$ cat src/rtl/plic_claim_agent_pkg.sv
// Shared definitions for the PLIC claim agent: FSM encoding, PLIC register map, write masks.
package plic_claim_agent_pkg;

  typedef enum logic [2:0] {
    S_INIT_EN  = 3'd0,
    S_IDLE     = 3'd1,
    S_EN_WR    = 3'd2,
    S_CLAIM    = 3'd3,
    S_DELIVER  = 3'd4,
    S_SERVICE  = 3'd5,
    S_COMPLETE = 3'd6
  } state_t;

  localparam logic [23:0] ENABLE_BASE   = 24'h00_2000;
  localparam logic [23:0] ENABLE_STRIDE = 24'h00_0080;
  localparam logic [23:0] CLAIM_BASE    = 24'h20_0004;
  localparam logic [23:0] CLAIM_STRIDE  = 24'h00_1000;

  localparam logic [3:0] WMASK_WRITE = 4'hF;
  localparam logic [3:0] WMASK_READ  = 4'h0;

  function automatic logic [23:0] enable_addr(input int unsigned ctx);
    return ENABLE_BASE + 24'(ctx) * ENABLE_STRIDE;
  endfunction

  function automatic logic [23:0] claim_addr(input int unsigned ctx);
    return CLAIM_BASE + 24'(ctx) * CLAIM_STRIDE;
  endfunction

endpackage

$ cat src/rtl/plic_claim_agent_bus_xfer.sv
// Single-transfer PLIC bus initiator: holds the request registers stable until ack or timeout.
module plic_bus_xfer
  import plic_claim_agent_pkg::*;
#(
  parameter int TIMEOUT = 255
) (
  input  logic        clk,
  input  logic        resetn,
  input  logic        start,
  input  logic [23:0] addr,
  input  logic [31:0] wdata,
  input  logic        we,
  output logic        done,
  output logic [31:0] rdata,
  output logic        timeout,
  output logic        plic_valid,
  output logic [23:0] plic_addr,
  output logic [3:0]  plic_wmask,
  output logic [31:0] plic_wdata,
  input  logic [31:0] plic_rdata,
  input  logic        plic_ready
);

  localparam logic [7:0] WAIT_LAST = 8'(TIMEOUT - 1);

  logic [7:0] wait_cnt;

  // Valid/ready: a request is presented with plic_valid=1 and its addr/wmask/wdata are frozen
  // until the edge that samples plic_ready=1 (valid clears on that edge) or the wait limit.
  always_ff @(posedge clk) begin
    if (!resetn) begin
      plic_valid <= 1'b0;
      plic_addr  <= '0;
      plic_wmask <= '0;
      plic_wdata <= '0;
      wait_cnt   <= '0;
    end else if (!plic_valid) begin
      if (start) begin
        plic_valid <= 1'b1;
        plic_addr  <= addr;
        plic_wmask <= we ? WMASK_WRITE : WMASK_READ;
        plic_wdata <= wdata;
        wait_cnt   <= '0;
      end
    end else if (plic_ready) begin
      plic_valid <= 1'b0;
    end else if (wait_cnt == WAIT_LAST) begin
      plic_valid <= 1'b0;
    end else begin
      wait_cnt <= wait_cnt + 8'd1;
    end
  end

  assign done    = plic_valid && plic_ready;
  assign timeout = plic_valid && !plic_ready && (wait_cnt == WAIT_LAST);
  assign rdata   = plic_rdata;

endmodule

$ cat src/rtl/plic_claim_agent.sv
// PLIC context claim agent: programs the enable register, claims pending IDs, hands them to a
// local consumer and writes the completion once the consumer reports done.
module plic_claim_agent
  import plic_claim_agent_pkg::*;
#(
  parameter int unsigned CTX         = 0,
  parameter int          TIMEOUT     = 255,
  parameter logic [31:0] ENABLE_INIT = 32'h0
) (
  input  logic        clk,
  input  logic        resetn,
  output logic        plic_valid,
  output logic [23:0] plic_addr,
  output logic [3:0]  plic_wmask,
  output logic [31:0] plic_wdata,
  input  logic [31:0] plic_rdata,
  input  logic        plic_ready,
  input  logic        plic_irq,
  input  logic [31:0] enable_mask,
  input  logic        enable_update,
  output logic        id_valid,
  output logic [4:0]  id,
  input  logic        id_ready,
  input  logic        id_done,
  output logic        busy,
  output logic        bus_error,
  output logic [7:0]  spurious_cnt,
  output state_t      dbg_state
);

  localparam logic [23:0] EN_ADDR    = enable_addr(CTX);
  localparam logic [23:0] CLAIM_ADDR = claim_addr(CTX);

  state_t      state, state_next;
  logic        issued;
  logic        enable_pending;
  logic [31:0] en_data;
  logic        start, x_we, x_done, x_timeout;
  logic [23:0] x_addr;
  logic [31:0] x_wdata, x_rdata;

  plic_bus_xfer #(.TIMEOUT(TIMEOUT)) u_xfer (
    .clk        (clk),
    .resetn     (resetn),
    .start      (start),
    .addr       (x_addr),
    .wdata      (x_wdata),
    .we         (x_we),
    .done       (x_done),
    .rdata      (x_rdata),
    .timeout    (x_timeout),
    .plic_valid (plic_valid),
    .plic_addr  (plic_addr),
    .plic_wmask (plic_wmask),
    .plic_wdata (plic_wdata),
    .plic_rdata (plic_rdata),
    .plic_ready (plic_ready)
  );

  always_ff @(posedge clk) begin
    if (!resetn) begin
      state          <= S_INIT_EN;
      issued         <= 1'b0;
      enable_pending <= 1'b0;
      en_data        <= '0;
      id             <= '0;
      spurious_cnt   <= '0;
      bus_error      <= 1'b0;
      busy           <= 1'b0;
    end else begin
      state <= state_next;
      busy  <= (state_next != S_IDLE);
      if (x_done || x_timeout) issued <= 1'b0;
      else if (start)          issued <= 1'b1;
      if (x_timeout) bus_error <= 1'b1;
      // The mask is captured on entry, so an update arriving mid-write re-pends a fresh rewrite.
      if (state == S_IDLE && state_next == S_EN_WR) begin
        en_data        <= enable_mask & ~32'h1;
        enable_pending <= 1'b0;
      end else if (enable_update && state != S_IDLE) begin
        enable_pending <= 1'b1;
      end
      if (state == S_CLAIM && x_done) begin
        if (x_rdata[4:0] == 5'd0) begin
          if (spurious_cnt != 8'hFF) spurious_cnt <= spurious_cnt + 8'd1;
        end else begin
          id <= x_rdata[4:0];
        end
      end
    end
  end

  always_comb begin
    state_next = state;
    start      = 1'b0;
    x_addr     = CLAIM_ADDR;
    x_wdata    = '0;
    x_we       = 1'b0;
    case (state)
      S_INIT_EN: begin
        x_addr  = EN_ADDR;
        x_wdata = ENABLE_INIT & ~32'h1;
        x_we    = 1'b1;
        start   = !issued;
        if (x_done || x_timeout) state_next = S_IDLE;
      end
      S_IDLE: begin
        if (enable_pending || enable_update) state_next = S_EN_WR;
        else if (plic_irq)                   state_next = S_CLAIM;
      end
      S_EN_WR: begin
        x_addr  = EN_ADDR;
        x_wdata = en_data;
        x_we    = 1'b1;
        start   = !issued;
        if (x_done || x_timeout) state_next = S_IDLE;
      end
      S_CLAIM: begin
        start = !issued;
        if (x_timeout) state_next = S_IDLE;
        else if (x_done) state_next = (x_rdata[4:0] == 5'd0) ? S_IDLE : S_DELIVER;
      end
      S_DELIVER: begin
        if (id_ready) state_next = S_SERVICE;
      end
      S_SERVICE: begin
        if (id_done) state_next = S_COMPLETE;
      end
      S_COMPLETE: begin
        x_wdata = {27'b0, id};
        x_we    = 1'b1;
        start   = !issued;
        if (x_done || x_timeout) state_next = S_IDLE;
      end
      default: state_next = S_IDLE;
    endcase
  end

  assign id_valid  = (state == S_DELIVER);
  assign dbg_state = state;

endmodule

$ cat config.mk
export PLATFORM = sky130hd
export DESIGN_NAME = plic_claim_agent
export DESIGN_NICKNAME = d
export VERILOG_FILES = /design/src/rtl/plic_claim_agent_pkg.sv /design/src/rtl/plic_claim_agent_bus_xfer.sv /design/src/rtl/plic_claim_agent.sv
export SDC_FILE = /design/constraint.sdc
export NUM_CORES = 1
export LEC_CHECK = 0
export BUFFER_PORTS_ARGS = -buffer_cell sky130_fd_sc_hd__buf_2
export CAP_MARGIN = 20
export CORE_MARGIN = 3
export CORE_UTILIZATION = 54
export CTS_BUF_LIST = sky130_fd_sc_hd__clkbuf_4 sky130_fd_sc_hd__clkbuf_8
export CTS_CLUSTER_DIAMETER = 80
export DETAILED_ROUTE_END_ITERATION = 7
export PLACE_DENSITY_LB_ADDON = 0.1
export SLEW_MARGIN = 20
export SYNTH_ARGS = -nofsm -noshare
export SYNTH_HDL_FRONTEND = slang
export SYNTH_HIERARCHICAL = 1
export SYNTH_SLANG_ARGS = --single-unit
$ cat constraint.sdc
create_clock -name clk -period 2.4 [get_ports clk]
set_input_delay 0.48 -clock clk [delete_from_list [all_inputs] [get_ports clk]]
set_output_delay 0.48 -clock clk [all_outputs]
set_load 0.1 [all_outputs]
# Word level (Yosys, flattened, before mapping)
# Cells that the tools add are included.
[totals]
ff_bits = 120
out_inout_bits = 80
elab_cells = 75
[op_classes]
n_addsub = 2
muxes = 22
reduce_logical = 22
n_eq_ne = 13
bitwise_logic = 3
[op_table]
columns = ["op", "count"]
rows = [
  ["32-bit one-hot mux with 2 select lines", 1],
  ["8-bit 2-to-1 mux", 4],
  ["3-bit 2-to-1 mux", 8],
  ["22-bit 2-to-1 mux", 1],
  ["8-bit by 1-bit adder with 8-bit output (second input constant)", 2],
  ["3-bit one-hot mux with 5 select lines", 1],
  ["3-bit by 2-bit equality test with 1-bit output (second input constant)", 3],
  ["3-bit equality test (second input constant)", 3],
  ["8-bit equality test (second input constant)", 1],
  ["8-bit inequality test (second input constant)", 1],
  ["1-bit logical AND", 6],
  ["1-bit 2-to-1 mux", 6],
  ["3-bit by 1-bit inequality test with 1-bit output (second input constant)", 2],
  ["3-bit AND reduction", 2],
  ["2-bit OR reduction", 3],
  ["5-bit zero test", 1],
  ["4-bit 2-to-1 mux", 1],
  ["2-bit inequality test (second input constant)", 2],
  ["2-bit AND reduction", 2],
  ["4-bit OR reduction", 1],
  ["3-bit by 1-bit equality test with 1-bit output (second input constant)", 1],
  ["3-bit zero test", 1],
  ["1-bit inverter", 3],
  ["3-bit OR reduction", 1],
  ["3 further kinds", 5],
]

# Depth between registers and ports, before layout
[logic_depth]
ltp_word = 9
depth_mapped = 11

# Modules after synthesis
# The synthesis kept the hierarchy.
[modules_own_cells]
columns = ["mod", "seq_area_each_um2", "cells_each", "instances", "area_each_um2"]
rows = [
  ["plic_bus_xfer", 1321.3, 348, 1, 3015.4],
  ["plic_claim_agent", 1021.0, 302, 1, 2312.2],
]

# Worst setup path after synthesis
# No wires, ideal clock.
[synth_timing]
kind = "register to output"
startpoint = "reg state[2] (netlist: dbg_state[2])"
endpoint = "out id_valid"
slack_ns = -0.970
stages_incl_launch_ff = 4
arrival_time_ns = 2.890
n_path_buf = 1
t_required_ns = 1.920
path_cell_list = "dfxtp_1 > clkbuf_1 > nor2b_1 > nor2b_1"
[synth_between]
elab_chain_len = 1
[synth_lines]
columns = ["element", "line", "source"]
rows = [
  ["from (decl)", "plic_claim_agent.sv:34", "state_t state, state_next;"],
  ["from (signal assigned)", "plic_claim_agent.sv:71", "state <= state_next;"],
  ["3-bit equality test", "plic_claim_agent.sv:139", "assign id_valid = (state == S_DELIVER);"],
  ["to (decl)", "plic_claim_agent.sv:21", "output logic id_valid,"],
]
# Every way passes these cells.

# Final worst setup path
[layout_timing]
startpoint = "reg u_xfer.wait_cnt[0]"
endpoint = "reg busy"
[layout_between]
elab_chain_len = 6
word_cells_on_any_way = 7
classes_between = "eq/ne (2); mux (3); reduce/logical (2)"
[layout_lines]
columns = ["element", "line", "source"]
rows = [
  ["from (decl)", "plic_claim_agent_bus_xfer.sv:26", "logic [7:0] wait_cnt;"],
  ["from (signal assigned)", "plic_claim_agent_bus_xfer.sv:50", "wait_cnt <= wait_cnt + 8'd1;"],
  ["8-bit equality test *", "plic_claim_agent_bus_xfer.sv:55", "assign timeout = plic_valid && !plic_ready && (wait_cnt == WAIT_LAST);"],
  ["1-bit logical AND *", "plic_claim_agent_bus_xfer.sv:55", ""],
  ["net x_timeout", "plic_claim_agent.sv:38", "logic start, x_we, x_done, x_timeout;"],
  ["1-bit logical OR", "plic_claim_agent.sv:105, plic_claim_agent.sv:116, plic_claim_agent.sv:133", ""],
  ["3-bit 2-to-1 mux", "plic_claim_agent.sv:105, plic_claim_agent.sv:116, plic_claim_agent.sv:133", ""],
  ["3-bit one-hot mux with 5 select lines *", "plic_claim_agent.sv:99", "case (state)"],
  ["3-bit by 1-bit inequality test with 1-bit output *", "plic_claim_agent.sv:72", "busy <= (state_next != S_IDLE);"],
  ["to (signal assigned)", "plic_claim_agent.sv:72", ""],
  ["to (decl)", "plic_claim_agent.sv:25", "output logic busy,"],
]
# The timed path passes the listed nets; every way through them passes the cells marked *.
# A chain may end at the register's enable or synchronous reset.

==> results.json <==
{
  "cts_setup_buffers": 0,
  "maxSlewViolCount": 0,
  "finalCritPeriodShare_pct": 90.4,
  "slew_headroom_pct": 58.9,
  "firstDrtPassIters": 5,
  "reg2reg_to": "busy$_SDFF_PN0_",
  "tightest_slew_ns": 0.616,
  "drt_wl_total_microns": 12000,
  "preCtsSetupSlack_ns": 0.0897,
  "crit_family": "compound AO/OA/AOI/OAI gates",
  "drtIter0Drc": 167,
  "worst_ir_drop_vdd_v": 0.000606,
  "skew_ns": 0.00861,
  "route.detailed.drc": 0,
  "swShare_pct": 42.7,
  "hold_start": "enable_mask[15]",
  "rows": 34,
  "pwr-share-clk_pct": 29.5,
  "reg2reg_slack_ns": 0.23,
  "drv_cap": 0,
  "whs_ns": 0.293,
  "setup_viol": 0,
  "via_count": 4579,
  "postSynthCellCount": 623,
  "clkLatencyLatePin_ns": 0.42,
  "overflow": 0,
  "power.internal_uw": 3730,
  "power_uw": 6520,
  "h-tree-depth": 4,
  "antenna_left": 0,
  "cts_buffers": 17,
  "cp-start-kind": "register",
  "r2r_cells": 9,
  "ios": 151,
  "hold_path_depth": 3,
  "portBuffers": 122,
  "drive_gt1_share_pct": 30.7,
  "critPathRequiredTime_ns": 2.69,
  "combPwrFrac_pct": 35.8,
  "path_cells": "inv_1, ha_1, and3_2, nand2_1, nor2_1, nor2_1, a32oi_1, o21ai_0, o41a_1",
  "cp_max_fo": 5,
  "first_global_vias": 4249,
  "critPathSlowestCell": "o41a_1",
  "post-route-min-period_ns": 2.17,
  "ys_warn_count": 6,
  "cts_root_buf": "clkbuf_8",
  "finalHoldViolations": 0,
  "dp_hpwl_microns": 8060,
  "grtUsageTotal_pct": 22.9,
  "area_growth_syn_to_layout_pct": 22.1,
  "pwr-share-seq_pct": 34.7,
  "routedWlPerCell_microns": 13.5,
  "crit_type": "reg -> reg",
  "cts.path.max_buffers": 2,
  "hp-class": "in -> reg",
  "dieHeight_microns": 103,
  "critical_path_buf_inv_count": 1,
  "switchingPower_uw": 2780,
  "outcome": "finished clean",
  "start_util_pct": 57.1,
  "core_sq_um": 8980,
  "p_leak_uw": 0.00269,
  "gp_congestion": 0.806,
  "viasPerCell": 5.16,
  "dieArea_sq_um": 10700,
  "p_per_area_nw_per_um2": 1040,
  "whs_endpoint": "en_data[15]$_SDFFE_PN0P_",
  "crit_top_cell": "nor2_1",
  "avgSynthCellArea_sq_um": 8.23,
  "cts.reportedPaths.clkPinSlew_ns": 0.07,
  "die_x_microns": 103,
  "antenna_found_initial": 0,
  "clkSinkCount": 117,
  "tns_ns": 0,
  "fmax_mhz": 461,
  "setup_slack_ns": 0.230,
  "grt_pass1_wl_microns": 19400,
  "crit_arrival_ns": 2.46,
  "n_antenna_cell": 0,
  "r2r_start": "u_xfer/wait_cnt[0]$_SDFFE_PN0P_",
  "num-nets-final": 822,
  "rsz0062_at_grt": "false",
  "cp-end-kind": "register",
  "netlist_area_sq_um": 5120,
  "grt_max_degree": 45,
  "cts_tree": "built",
  "max_stage_delay_ns": 0.43
}
[power by group through the flow]
| stage | Combinational, uW | Clock (uW) | Sequential, uW |
|---|---|---|---|
| after floorplan | 1180 | 0 | 3160 |
| after global placement | 2310 | 0 | 2300 |
| after detailed placement | 2330 | 0 | 2310 |
| after CTS | 2340 | 1950 | 2260 |
| after global routing | 2490 | 2040 | 2290 |
| final | 2330 | 1920 | 2260 |
[worst max-delay path by stage]
stage | depth (start not counted) | start | slack [ns] | to
after floorplan | 11 | dbg_state[2]$_SDFF_PN0_ | 0.09 | u_xfer/plic_wdata[0]$_SDFFE_PN0P_
after global placement | 5 | plic_rdata[1] | 0.17 | spurious_cnt[7]$_SDFFE_PN0P_
after detailed placement | 5 | plic_rdata[1] | 0.09 | spurious_cnt[5]$_SDFFE_PN0P_
after CTS | 9 | u_xfer/wait_cnt[0]$_SDFFE_PN0P_ | 0.18 | busy$_SDFF_PN0_
after global routing | 10 | u_xfer/wait_cnt[0]$_SDFFE_PN0P_ | 0.07 | busy$_SDFF_PN0_
final | 9 | u_xfer/wait_cnt[0]$_SDFFE_PN0P_ | 0.23 | busy$_SDFF_PN0_
[tightest hold or removal path, cell delays in order]
cell and delay, ns:
buf_2 0.09, nand2_1 0.04, a21oi_1 0.05
[sequential cells by signal (all words and copies together), names as in the netlist]
| name | count |
|---|---|
| issued | 1 |
| id | 5 |
| enable_pending | 1 |
| u_xfer/plic_addr | 24 |
| dbg_state | 3 |
| u_xfer/plic_wdata | 32 |
| en_data | 31 |
| u_xfer/plic_wmask | 1 |
| bus_error | 1 |
| busy | 1 |
| u_xfer/plic_valid | 1 |
| u_xfer/wait_cnt | 8 |
| spurious_cnt | 8 |
[stage by stage]
step                util, %  cells  instance area (sq um)
finish                 69.7    887                   6260
global route           69.7    887                   6260
CTS                    69.7    887                   6250
detailed placement     64.9    855                   5820
global placement       64.9    855                   5820
floorplan                 -    643                   5210
[placed cells by master, fill, tap and decap left out, types with 4 or more instances in the layout]
cell type	instances
a21oi_1	79
a21oi_2	20
and3_1	31
buf_2	122
buf_4	16
clkbuf_8	20
conb_1	21
dfxtp_1	113
dfxtp_2	4
inv_1	4
mux2i_1	9
nand2_1	169
nand2_2	20
nand2b_1	5
nand3_1	15
nor2_1	20
nor2b_1	4
nor3_1	4
o21ai_0	7
or3_1	5
[repair_timing]
action | 4_1_cts | 5_1_grt
setup endpoints to repair | 0 | 1
hold buffers | 0 | 0
gates resized for setup | 0 | 1
[area by class of cell]
cell class	instances	area [sq um]
Clock inverter	11	149
Tap cell	126	158
Inverter	6	22.5
Timing Repair Buffer	140	771
Fill cell	773	2720
Clock buffer	21	283
Sequential cell	117	2350
Multi-Input combinational cell	466	2530
[metal layers]
metal / global-route usage [%] / wire length, microns / part of all wire, % / up-vias
met2: 38.5 / 5840 / 49 / 138
li1: - / - / - / 2333
met5: 0 / 0 / 0 / -
met1: 28.4 / 5280 / 44 / 2096
met3: 5.84 / 741 / 6.2 / 12
met4: 7.87 / 127 / 1.1 / 0
Note: power is estimated with default switching activity, not from simulation.
